`src/rtl/debouncer_multi.sv`:
```
// debouncer_multi: per-channel two-flop synchroniser plus a debounce/hold FSM
// producing a debounced level and single-cycle press, release, long-press and
// auto-repeat events. Channels share only clk and rst.
module debouncer_multi #(
    parameter int unsigned CHANNELS = 4,
    parameter int unsigned DELAY    = 15,
    parameter int unsigned HOLD     = 1000,
    parameter int unsigned REPEAT   = 250
) (
    input  logic                clk,
    input  logic                rst,
    input  logic [CHANNELS-1:0] PB,
    output logic [CHANNELS-1:0] PB_pressed_status,
    output logic [CHANNELS-1:0] PB_pressed_pulse,
    output logic [CHANNELS-1:0] PB_released_pulse,
    output logic [CHANNELS-1:0] PB_long_pulse,
    output logic [CHANNELS-1:0] PB_repeat_pulse
);

    localparam int unsigned DW   = $clog2(DELAY + 1);
    localparam int unsigned HMAX = (HOLD > REPEAT) ? HOLD : REPEAT;
    localparam int unsigned HW   = $clog2(HMAX + 1);

    typedef enum logic [1:0] {
        IDLE,
        PRESS_WAIT,
        HELD,
        RELEASE_WAIT
    } state_t;

    logic [CHANNELS-1:0] sync_aux;
    logic [CHANNELS-1:0] s;

    // Two-flop synchroniser for the raw asynchronous button inputs
    always_ff @(posedge clk) begin
        if (!rst) begin
            sync_aux <= '0;
            s        <= '0;
        end else begin
            sync_aux <= PB;
            s        <= sync_aux;
        end
    end

    for (genvar g = 0; g < int'(CHANNELS); g++) begin : g_ch
        state_t          state;
        logic [DW-1:0]   dcnt;
        logic [HW-1:0]   hcnt;
        logic [HW-1:0]   rcnt;
        logic [HW-1:0]   hcnt_inc;
        logic            long_done;
        logic            pressed_status;
        logic            pressed_pulse;
        logic            released_pulse;
        logic            long_pulse;
        logic            repeat_pulse;

        // Saturating increment of the hold counter
        assign hcnt_inc = (hcnt == {HW{1'b1}}) ? hcnt : hcnt + HW'(1);

        // Debounce / hold state machine with registered level and event outputs
        always_ff @(posedge clk) begin
            if (!rst) begin
                state          <= IDLE;
                dcnt           <= '0;
                hcnt           <= '0;
                rcnt           <= '0;
                long_done      <= 1'b0;
                pressed_status <= 1'b0;
                pressed_pulse  <= 1'b0;
                released_pulse <= 1'b0;
                long_pulse     <= 1'b0;
                repeat_pulse   <= 1'b0;
            end else begin
                pressed_pulse  <= 1'b0;
                released_pulse <= 1'b0;
                long_pulse     <= 1'b0;
                repeat_pulse   <= 1'b0;
                case (state)
                    IDLE: begin
                        if (s[g]) begin
                            state <= PRESS_WAIT;
                            dcnt  <= '0;
                        end
                    end
                    PRESS_WAIT: begin
                        if (!s[g]) begin
                            state <= IDLE;
                            dcnt  <= '0;
                            hcnt  <= '0;
                            rcnt  <= '0;
                        end else if (dcnt == DW'(DELAY - 1)) begin
                            state          <= HELD;
                            dcnt           <= '0;
                            hcnt           <= '0;
                            rcnt           <= '0;
                            long_done      <= 1'b0;
                            pressed_pulse  <= 1'b1;
                            pressed_status <= 1'b1;
                        end else begin
                            dcnt <= dcnt + DW'(1);
                        end
                    end
                    HELD: begin
                        if (!s[g]) begin
                            state <= RELEASE_WAIT;
                            dcnt  <= '0;
                        end else begin
                            hcnt <= hcnt_inc;
                            if (!long_done && (hcnt_inc >= HW'(HOLD - 1))) begin
                                long_pulse <= 1'b1;
                                long_done  <= 1'b1;
                                rcnt       <= '0;
                            end else if (long_done && (REPEAT != 0)) begin
                                if (rcnt == HW'(REPEAT - 1)) begin
                                    repeat_pulse <= 1'b1;
                                    rcnt         <= '0;
                                end else begin
                                    rcnt <= rcnt + HW'(1);
                                end
                            end
                        end
                    end
                    RELEASE_WAIT: begin
                        // A return to 1 is a dropout glitch; hold progress is kept
                        if (s[g]) begin
                            state <= HELD;
                            dcnt  <= '0;
                        end else if (dcnt == DW'(DELAY - 1)) begin
                            state          <= IDLE;
                            dcnt           <= '0;
                            hcnt           <= '0;
                            rcnt           <= '0;
                            long_done      <= 1'b0;
                            released_pulse <= 1'b1;
                            pressed_status <= 1'b0;
                        end else begin
                            dcnt <= dcnt + DW'(1);
                        end
                    end
                    default: begin
                        state <= IDLE;
                        dcnt  <= '0;
                    end
                endcase
            end
        end

        assign PB_pressed_status[g] = pressed_status;
        assign PB_pressed_pulse[g]  = pressed_pulse;
        assign PB_released_pulse[g] = released_pulse;
        assign PB_long_pulse[g]     = long_pulse;
        assign PB_repeat_pulse[g]   = repeat_pulse;
    end

endmodule

```
`config.mk`:
```
export PLATFORM = sky130hd
export DESIGN_NAME = debouncer_multi
export DESIGN_NICKNAME = d
export VERILOG_FILES = /design/src/rtl/debouncer_multi.sv
export SDC_FILE = /design/constraint.sdc
export NUM_CORES = 1
export LEC_CHECK = 0
export ABC_AREA = 1
export CORE_UTILIZATION = 32
export DETAILED_ROUTE_END_ITERATION = 10
export DONT_BUFFER_PORTS = 1
export PLACE_DENSITY = 0.42
export SYNTH_ARGS = -nofsm -noshare
export SYNTH_HDL_FRONTEND = slang
export SYNTH_SLANG_ARGS = --single-unit
```
`constraint.sdc`:
```
create_clock -name clk -period 2.61 [get_ports clk]
set_clock_uncertainty 0.15 [all_clocks]
set_input_delay 0.3915 -clock clk [delete_from_list [all_inputs] [get_ports clk]]
set_output_delay 0.3915 -clock clk [all_outputs]
set_load 0.03 [all_outputs]
```
==> results of run 1 <==
==> worst reg2reg max path, cell delays in order, from the launching register on <==
cell and delay [ps]:
dfxtp_1 400, ha_1 200, nand2_1 100, nor2_4 170
nand4_4 200, o21ai_1 180, nand3_1 150, nor2_4 180
nand2_2 130, a21oi_2 260, nand2_1 80, a21oi_1 130
==> routing by layer <==
| metal | GRT usage | share of wire | vias to the layer above |
|---|---|---|---|
| met2 | 0.251 | 0.45 | 73 |
| met4 | 0.0476 | 0.0098 | 0 |
| met3 | 0.0301 | 0.024 | 11 |
| met1 | 0.204 | 0.51 | 3125 |
| met5 | 0 | 0 | - |
| li1 | - | - | 3790 |
==> placed cells by master (no fill, tap or decap), drive strengths merged <==
cell type | synthesis | routed
o21bai | 5 | 5
xnor2 | 12 | 12
or3 | 1 | 1
nor2 | 150 | 151
nand3b | 1 | 1
a21oi | 104 | 106
inv | 147 | 152
nor3 | 25 | 25
o31ai | 2 | 2
clkbuf | 16 | 18
nand3 | 66 | 66
a31o | 3 | 3
nand2 | 371 | 371
nor4 | 6 | 6
and3 | 1 | 1
dfxtp | 136 | 136
o21a | 1 | 1
clkinvlp | 0 | 5
a32oi | 2 | 2
nor3b | 3 | 3
o211ai | 1 | 1
buf | 25 | 13
clkinv | 4 | 8
nand4 | 28 | 28
a31oi | 2 | 2
ha | 20 | 20
xor2 | 21 | 21
dlygate4sd3 | 0 | 6
or2 | 5 | 5
o21ai | 34 | 34
==> cell usage after synthesis, drive strengths merged <==
cell,instances,area (sq um)
a21oi,104,547
a31o,3,26.3
a31oi,2,12.5
a32oi,2,17.5
and3,1,6.26
buf,25,184
clkbuf,16,60.1
clkinv,4,15.0
dfxtp,136,2720
ha,20,250
inv,147,552
nand2,371,1420
nand3,66,378
nand3b,1,7.51
nand4,28,190
nor2,150,646
nor3,25,125
nor3b,3,22.5
nor4,6,37.5
o211ai,1,7.51
o21a,1,7.51
o21ai,34,178
o21bai,5,37.5
o31ai,2,15.0
or2,5,31.3
or3,1,6.26
xnor2,12,105
xor2,21,184
==> per-stage QoR <==
stage                      util  worst slack [ps]  cell area, sq um  instances
after floorplan               -               534              7790       1192
after global placement    0.339              55.8              8040       1482
after detailed placement  0.339              70.2              8040       1482
after CTS                 0.366              51.1              8670       1521
after global routing      0.369              8.41              8750       1524
final                     0.369               206              8750       1524
==> where the power goes <==
group / internal [mW] / switching, mW
combinational: 0.0618 / 0.170
clock: 1.26 / 1.02
sequential: 2.09 / 0.0220
total: 3.42 / 1.22
==> final cells by class <==
type                    instances  area, sq um  area share
multi-input cells             867         4330       0.495
flip-flops and latches        136         2720       0.311
inverters                     151          568      0.0649
clock buffers                  18          439      0.0502
well taps                     319          399      0.0456
repair buffers                 19          170      0.0195
clock inverters                14          116      0.0133
==> worst paths after layout <==
path	endpoint	cells after the start
worst max-delay path	g_ch[0].rcnt[6]$_SDFFE_PN0P_	11
worst min-delay path	g_ch[3].long_pulse$_SDFF_PN0_	2
worst max register to register	g_ch[0].rcnt[6]$_SDFFE_PN0P_	11
worst min register to register	s[3]$_SDFF_PN0_	2
==> state kept, by name, summed over array words and instances (netlist names), named ones only <==
name / cells
g_ch.hcnt: 40
g_ch.rcnt: 40
g_ch.dcnt: 16
g_ch.long_done: 4
g_ch.long_pulse: 4
g_ch.pressed_pulse: 4
g_ch.pressed_status: 4
g_ch.released_pulse: 4
g_ch.repeat_pulse: 4
g_ch.state: 4
s: 4
sync_aux: 4
==> kinds of logic after synthesis <==
| logic type | after synthesis | synth area share |
|---|---|---|
| AND/OR/NAND/NOR | 657 | 0.368 |
| buffers and inverters | 192 | 0.104 |
| AO/OA/AOI/OAI | 154 | 0.109 |
| flip-flops | 136 | 0.350 |
| XOR/XNOR | 33 | 0.0371 |
| adder cells (fa/ha/maj) | 20 | 0.0321 |
==> timing repair <==
action / in CTS / in global routing
endpoints found under the hold margin: 27 / 0
gates resized for setup: 0 / 11
endpoints found under the setup margin: 0 / 35
hold buffers: 7 / 0
==> summary.txt, run 1 <==
Run status
  • Status: completed

Critical path
  • Crit path buf inv count: 0
  • Worst EP arrival: 2590 ps
  • Worst Setup End Kind: flip-flop
  • WS Path Type: reg -> reg
  • Critical Path, Cell by Cell: ha_1 -> nand2_1 -> nor2_4 -> nand4_4 -> o21ai_1 -> nand3_1 -> nor2_4 -> nand2_2 -> a21oi_2 -> nand2_1 -> a21oi_1
  • Crit path max-delay cell type: dfxtp_1
  • Reg-to-Reg Start: g_ch[0].hcnt[0]$_SDFFE_PN0P_
  • Delay-heaviest family, CP: simple AND/OR/NAND/NOR gates
  • CP Launch Type: flip-flop
  • Worst path max stage delay: 400 ps
  • Maximum fanout along the worst path: 10
  • R2R setup slack: 210 ps
  • Critical Path Start: g_ch[0].hcnt[0]$_SDFFE_PN0P_
  • CP required: 2800 ps

Synthesis
  • Synthesis warning total: 0
  • Mean post-synth cell area: 6.53 sq um
  • Synth Cell Area: 0.00779 sq mm
  • Syn Nets: 1218
  • Share of the yosys chip area belonging to registers: 0.350
  • Cell variety after synth: 41
  • FF+latch count, synth: 136
  • Post-Synthesis Cells: 1192

STA
  • Max-slew violations: 0
  • Fin Setup TNS: 0 ps
  • Minimum clock period: 2400 ps
  • RSZ-0062 raised after global routing: false
  • Hold WS: 33.9 ps
  • Fin crit share: 0.921
  • Fin. Hold Viols: 0
  • Final setup violating endpoints: 0
  • Fmax: 416 MHz
  • Worst rel slew slack: 0.527
  • Least-Margin Pin Slew: 707 ps

Clocking
  • Clock transition at path regs: 70 ps
  • Clk sink count: 136
  • Post-CTS Setup Bufs: 0
  • Htree depth: 4
  • Clk root buf: clkbuf_16
  • Clk buf depth: 2
  • Worst-Skew Late Latency: 430 ps
  • TritonCTS clock tree: built
  • Num CTS Buffers: 17

Pwr
  • Overall power: 4.63 mW
  • Power per cell area: 530 mW/mm^2
  • Maximum VDD drop: 0.336 mV
  • P_leak: 3.48 nW

Detailed routing
  • DR vias: 6999
  • Starting DRT DRC Count: 377
  • Drt wl/cell: 11.9 um
  • Post-Route WL: 18200 um
  • Routed Antenna Nets: 0
  • Via density: 4.59
  • DRC errors left: 0
  • DR pass1 iterations: 4

Global routing
  • Largest net degree at the start of global routing: 40
  • Number of global-route vias before repair: 6542
  • Initial antenna violation count: 0
  • GRT Overall Usage: 0.154
  • First-pass GRT wire length: 31000 um
  • GRT overflow: 0

Placed design
  • I/O Buffers: 0
  • Post-DP HPWL: 12100 um
  • Placer congestion estimate: 0.776

Flow run
  • Max Cap Viol: 0

Die
  • Row cnt: 56
  • CORE AREA: 0.0237 sq mm
  • Initial Util: 0.329
  • Die area: 0.0250 sq mm
  • IO Pins: 26
  • Die span in x: 158 um
  • Die height: 158 um

Hold path
  • HP Start: rst
  • Worst Hold Class: in -> reg

Final layout
  • Area growth, synth to finish: 12.3%
  • Fillers: 2630
  • Layout Nets: 1218
  • Layout cells sized above 1: 0.0880
  • # diodes: 0
No activity file was read; power rests on OpenSTA's default activity.
==> run 2: changes to the inputs <==
- ABC_AREA: 1 -> default
==> run 2 against run 1 <==
Clock-buffer cell count is 1 higher; cell area is 3.1% lower; die area is 5.9% lower; maximum frequency is 4.7% lower; sequential power hardly changed; total power is 0.46% higher; worst hold slack better by 89 ps; clock power is 5% higher; first-iteration DRC count is 16% higher; via count is 3.9% lower; critical endpoint is now g_ch[3].rcnt[4]$_SDFFE_PN0P_.
==> summary.txt, run 2 <==
Run status
  • Status: completed

Global routing
  • GRT Overall Usage: 0.159
  • Initial antenna violation count: 1
  • First-pass GRT wire length: 30700 um
  • Largest net degree at the start of global routing: 55
  • Number of global-route vias before repair: 6350
  • GRT overflow: 0

Synthesis
  • Number of synthesized flops with an enable pin: 0
  • Largest cells by area after synthesis: dfxtp_1, nor2_1, a21oi_1
  • Most frequent cell after synthesis: dfxtp_1
  • Post-Synthesis Cells: 919
  • FFs w/ async S/R, synth: 0
  • Area leader, netlist: dfxtp_1
  • Syn Nets: 945
  • Synthesis warning total: 0
  • Cell variety after synth: 74
  • FF+latch count, synth: 136
  • Main synth FF type: dfxtp_1
  • Synth Cell Area: 0.00733 sq mm
  • Synth cell count leaders: dfxtp_1, nor2_1, a21oi_1
  • Share of the yosys chip area belonging to registers: 0.372
  • Top cell type's share of synthesized area: 0.372
  • Mean post-synth cell area: 7.97 sq um

Final layout
  • Top Registers: g_ch.hcnt: 40 flops, g_ch.rcnt: 40 flops, g_ch.dcnt: 16 flops
  • Area growth, synth to finish: 15.7%
  • # diodes: 0
  • Multi-input gate area: 0.00418 sq mm
  • Most frequent cells in the layout: dfxtp_1, nor2_1, a21oi_1
  • Layout cells sized above 1: 0.133
  • Cell Count, Final, Fillers Out: 1226
  • Layout Nets: 959
  • Most common cell after layout, fill and taps aside: dfxtp_1
  • Finished Cell Area: 0.00847 sq mm
  • Register Area: 0.00272 sq mm
  • Fillers: 2290

Flow run
  • Max Cap Viol: 0

Critical path
  • Delay-heaviest family, CP: simple AND/OR/NAND/NOR gates
  • Critical Path Start: g_ch[3].hcnt[2]$_SDFFE_PN0P_
  • Worst Setup End Kind: flip-flop
  • Reg2Reg Depth: 7
  • Crit path buf inv count: 1
  • Critical path depth: 7
  • Worst EP arrival: 2680 ps
  • Crit path max-delay cell type: or4_4
  • CP Launch Type: flip-flop
  • WS Path Type: reg -> reg
  • Reg-to-Reg Start: g_ch[3].hcnt[2]$_SDFFE_PN0P_
  • Worst path max stage delay: 560 ps
  • Critical Path, Cell by Cell: and4_2 -> o311ai_2 -> xor2_1 -> or4_4 -> a31o_4 -> buf_4 -> o221a_2
  • Maximum fanout along the worst path: 7
  • CP required: 2770 ps

Placed design
  • Post-DP HPWL: 12100 um
  • Post-DP Area: 0.00774 sq mm
  • I/O Buffers: 0
  • Dpl cells: 1183
  • Placer congestion estimate: 0.839

STA
  • Worst rel slew slack: 0.653
  • Minimum clock period: 2520 ps
  • RSZ-0062 raised after global routing: false
  • Final setup violating endpoints: 0
  • Fin crit share: 0.967
  • Fin. Hold Viols: 0
  • Fmax: 396 MHz
  • Fin Setup TNS: 0 ps
  • Max-slew violations: 0
  • Least-Margin Pin Slew: 517 ps

Clocking
  • Clock transition at path regs: 60 ps
  • Clk root buf: clkbuf_16
  • Clk buf depth: 2
  • Worst-Skew Late Latency: 420 ps
  • Clk sink count: 136
  • Num CTS Buffers: 17
  • TritonCTS clock tree: built
  • Htree depth: 4

Hold path
  • Worst Hold Class: in -> reg
  • HP Start: rst
  • Worst hold stages: 2

Die
  • Die area: 0.0235 sq mm
  • Initial Util: 0.331
  • IO Pins: 26
  • Row cnt: 54
  • Die span in x: 153 um
  • CORE AREA: 0.0222 sq mm
  • Die height: 153 um

Detailed routing
  • Via density: 5.49
  • Starting DRT DRC Count: 438
  • Routed Antenna Nets: 0
  • Drt wl/cell: 14.7 um
  • Post-Route WL: 18100 um
  • DR vias: 6728
  • DR pass1 iterations: 5
  • DRC errors left: 0

Pwr
  • Maximum VDD drop: 0.321 mV
  • Power per cell area: 549 mW/mm^2
  • Overall power: 4.65 mW
  • P_leak: 3.02 nW
-- run 2: cell count changes after synthesis, sizes merged, moves of 18 or more --
cell / delta
o21ai: +37
inv: -114
nand3: -21
nand2: -308
and2: +19
and3: +29
nor2: -38
a21oi: -31
clkbuf: +19
a31oi: +18
-- run 2: worst reg2reg max path, delay by kind of cell (launching register included) --
family	cells	cell delay, ps
xor+xnor	1	160
compound gates	3	620
flops	1	480
simple gates	2	860
buf+inv	1	150
-- run 2: layout make-up --
cell class              count  share of cell area
flip-flops and latches    136               0.321
repair buffers             62              0.0614
inverters                  33              0.0146
clock inverters            13              0.0173
multi-input cells         683               0.493
clock buffers              19              0.0511
well taps                 280              0.0413
-- run 2: kinds of logic after synthesis --
kind of cell	count (synthesis)	synth area share
AND/OR/NAND/NOR	382	0.271
AO/OA/AOI/OAI	264	0.237
flip-flops	136	0.372
buffers and inverters	100	0.0652
adder cells (fa/ha/maj)	23	0.0383
XOR/XNOR	11	0.0132
multiplexers	3	0.00410
-- run 2: metal layers --
layer  part of all wire  GRT usage  vias up
met1               0.50      0.203     3208
met5                  0          0        -
li1                   -          -     3392
met3              0.031     0.0374       23
met2               0.46      0.262      105
met4              0.014     0.0495        0
-- run 2: path summary, 6_finish.rpt --
check | end | slack (ps)
max | g_ch[3].rcnt[4]$_SDFFE_PN0P_ | 90
min | g_ch[1].dcnt[1]$_SDFFE_PN0P_ | 120
max reg2reg | g_ch[3].rcnt[4]$_SDFFE_PN0P_ | 90
min reg2reg | s[2]$_SDFF_PN0_ | 290
-- run 2: stage by stage --
stage | util | worst slack, ps | hold slack, ps
after floorplan | - | 23.5 | 262
after global placement | 0.349 | 54.7 | 275
after detailed placement | 0.349 | 2.02 | 271
after CTS | 0.381 | 0.224 | 90.4
after global routing | 0.382 | 11.3 | 114
final | 0.382 | 86.7 | 123
-- run 2: report_power, final --
group,switching (mW),internal [mW]
Combinational,0.0775,0.0525
Clock,0.983,1.42
Sequential,0.0326,2.09
-- run 2: timing repair --
item / 4_1_cts / 5_1_grt
setup buffers: 0 / 1
resized for setup: 0 / 8
hold buffers: 10 / 0
endpoints found under the setup margin: 0 / 28
endpoints found under the hold margin: 62 / 0
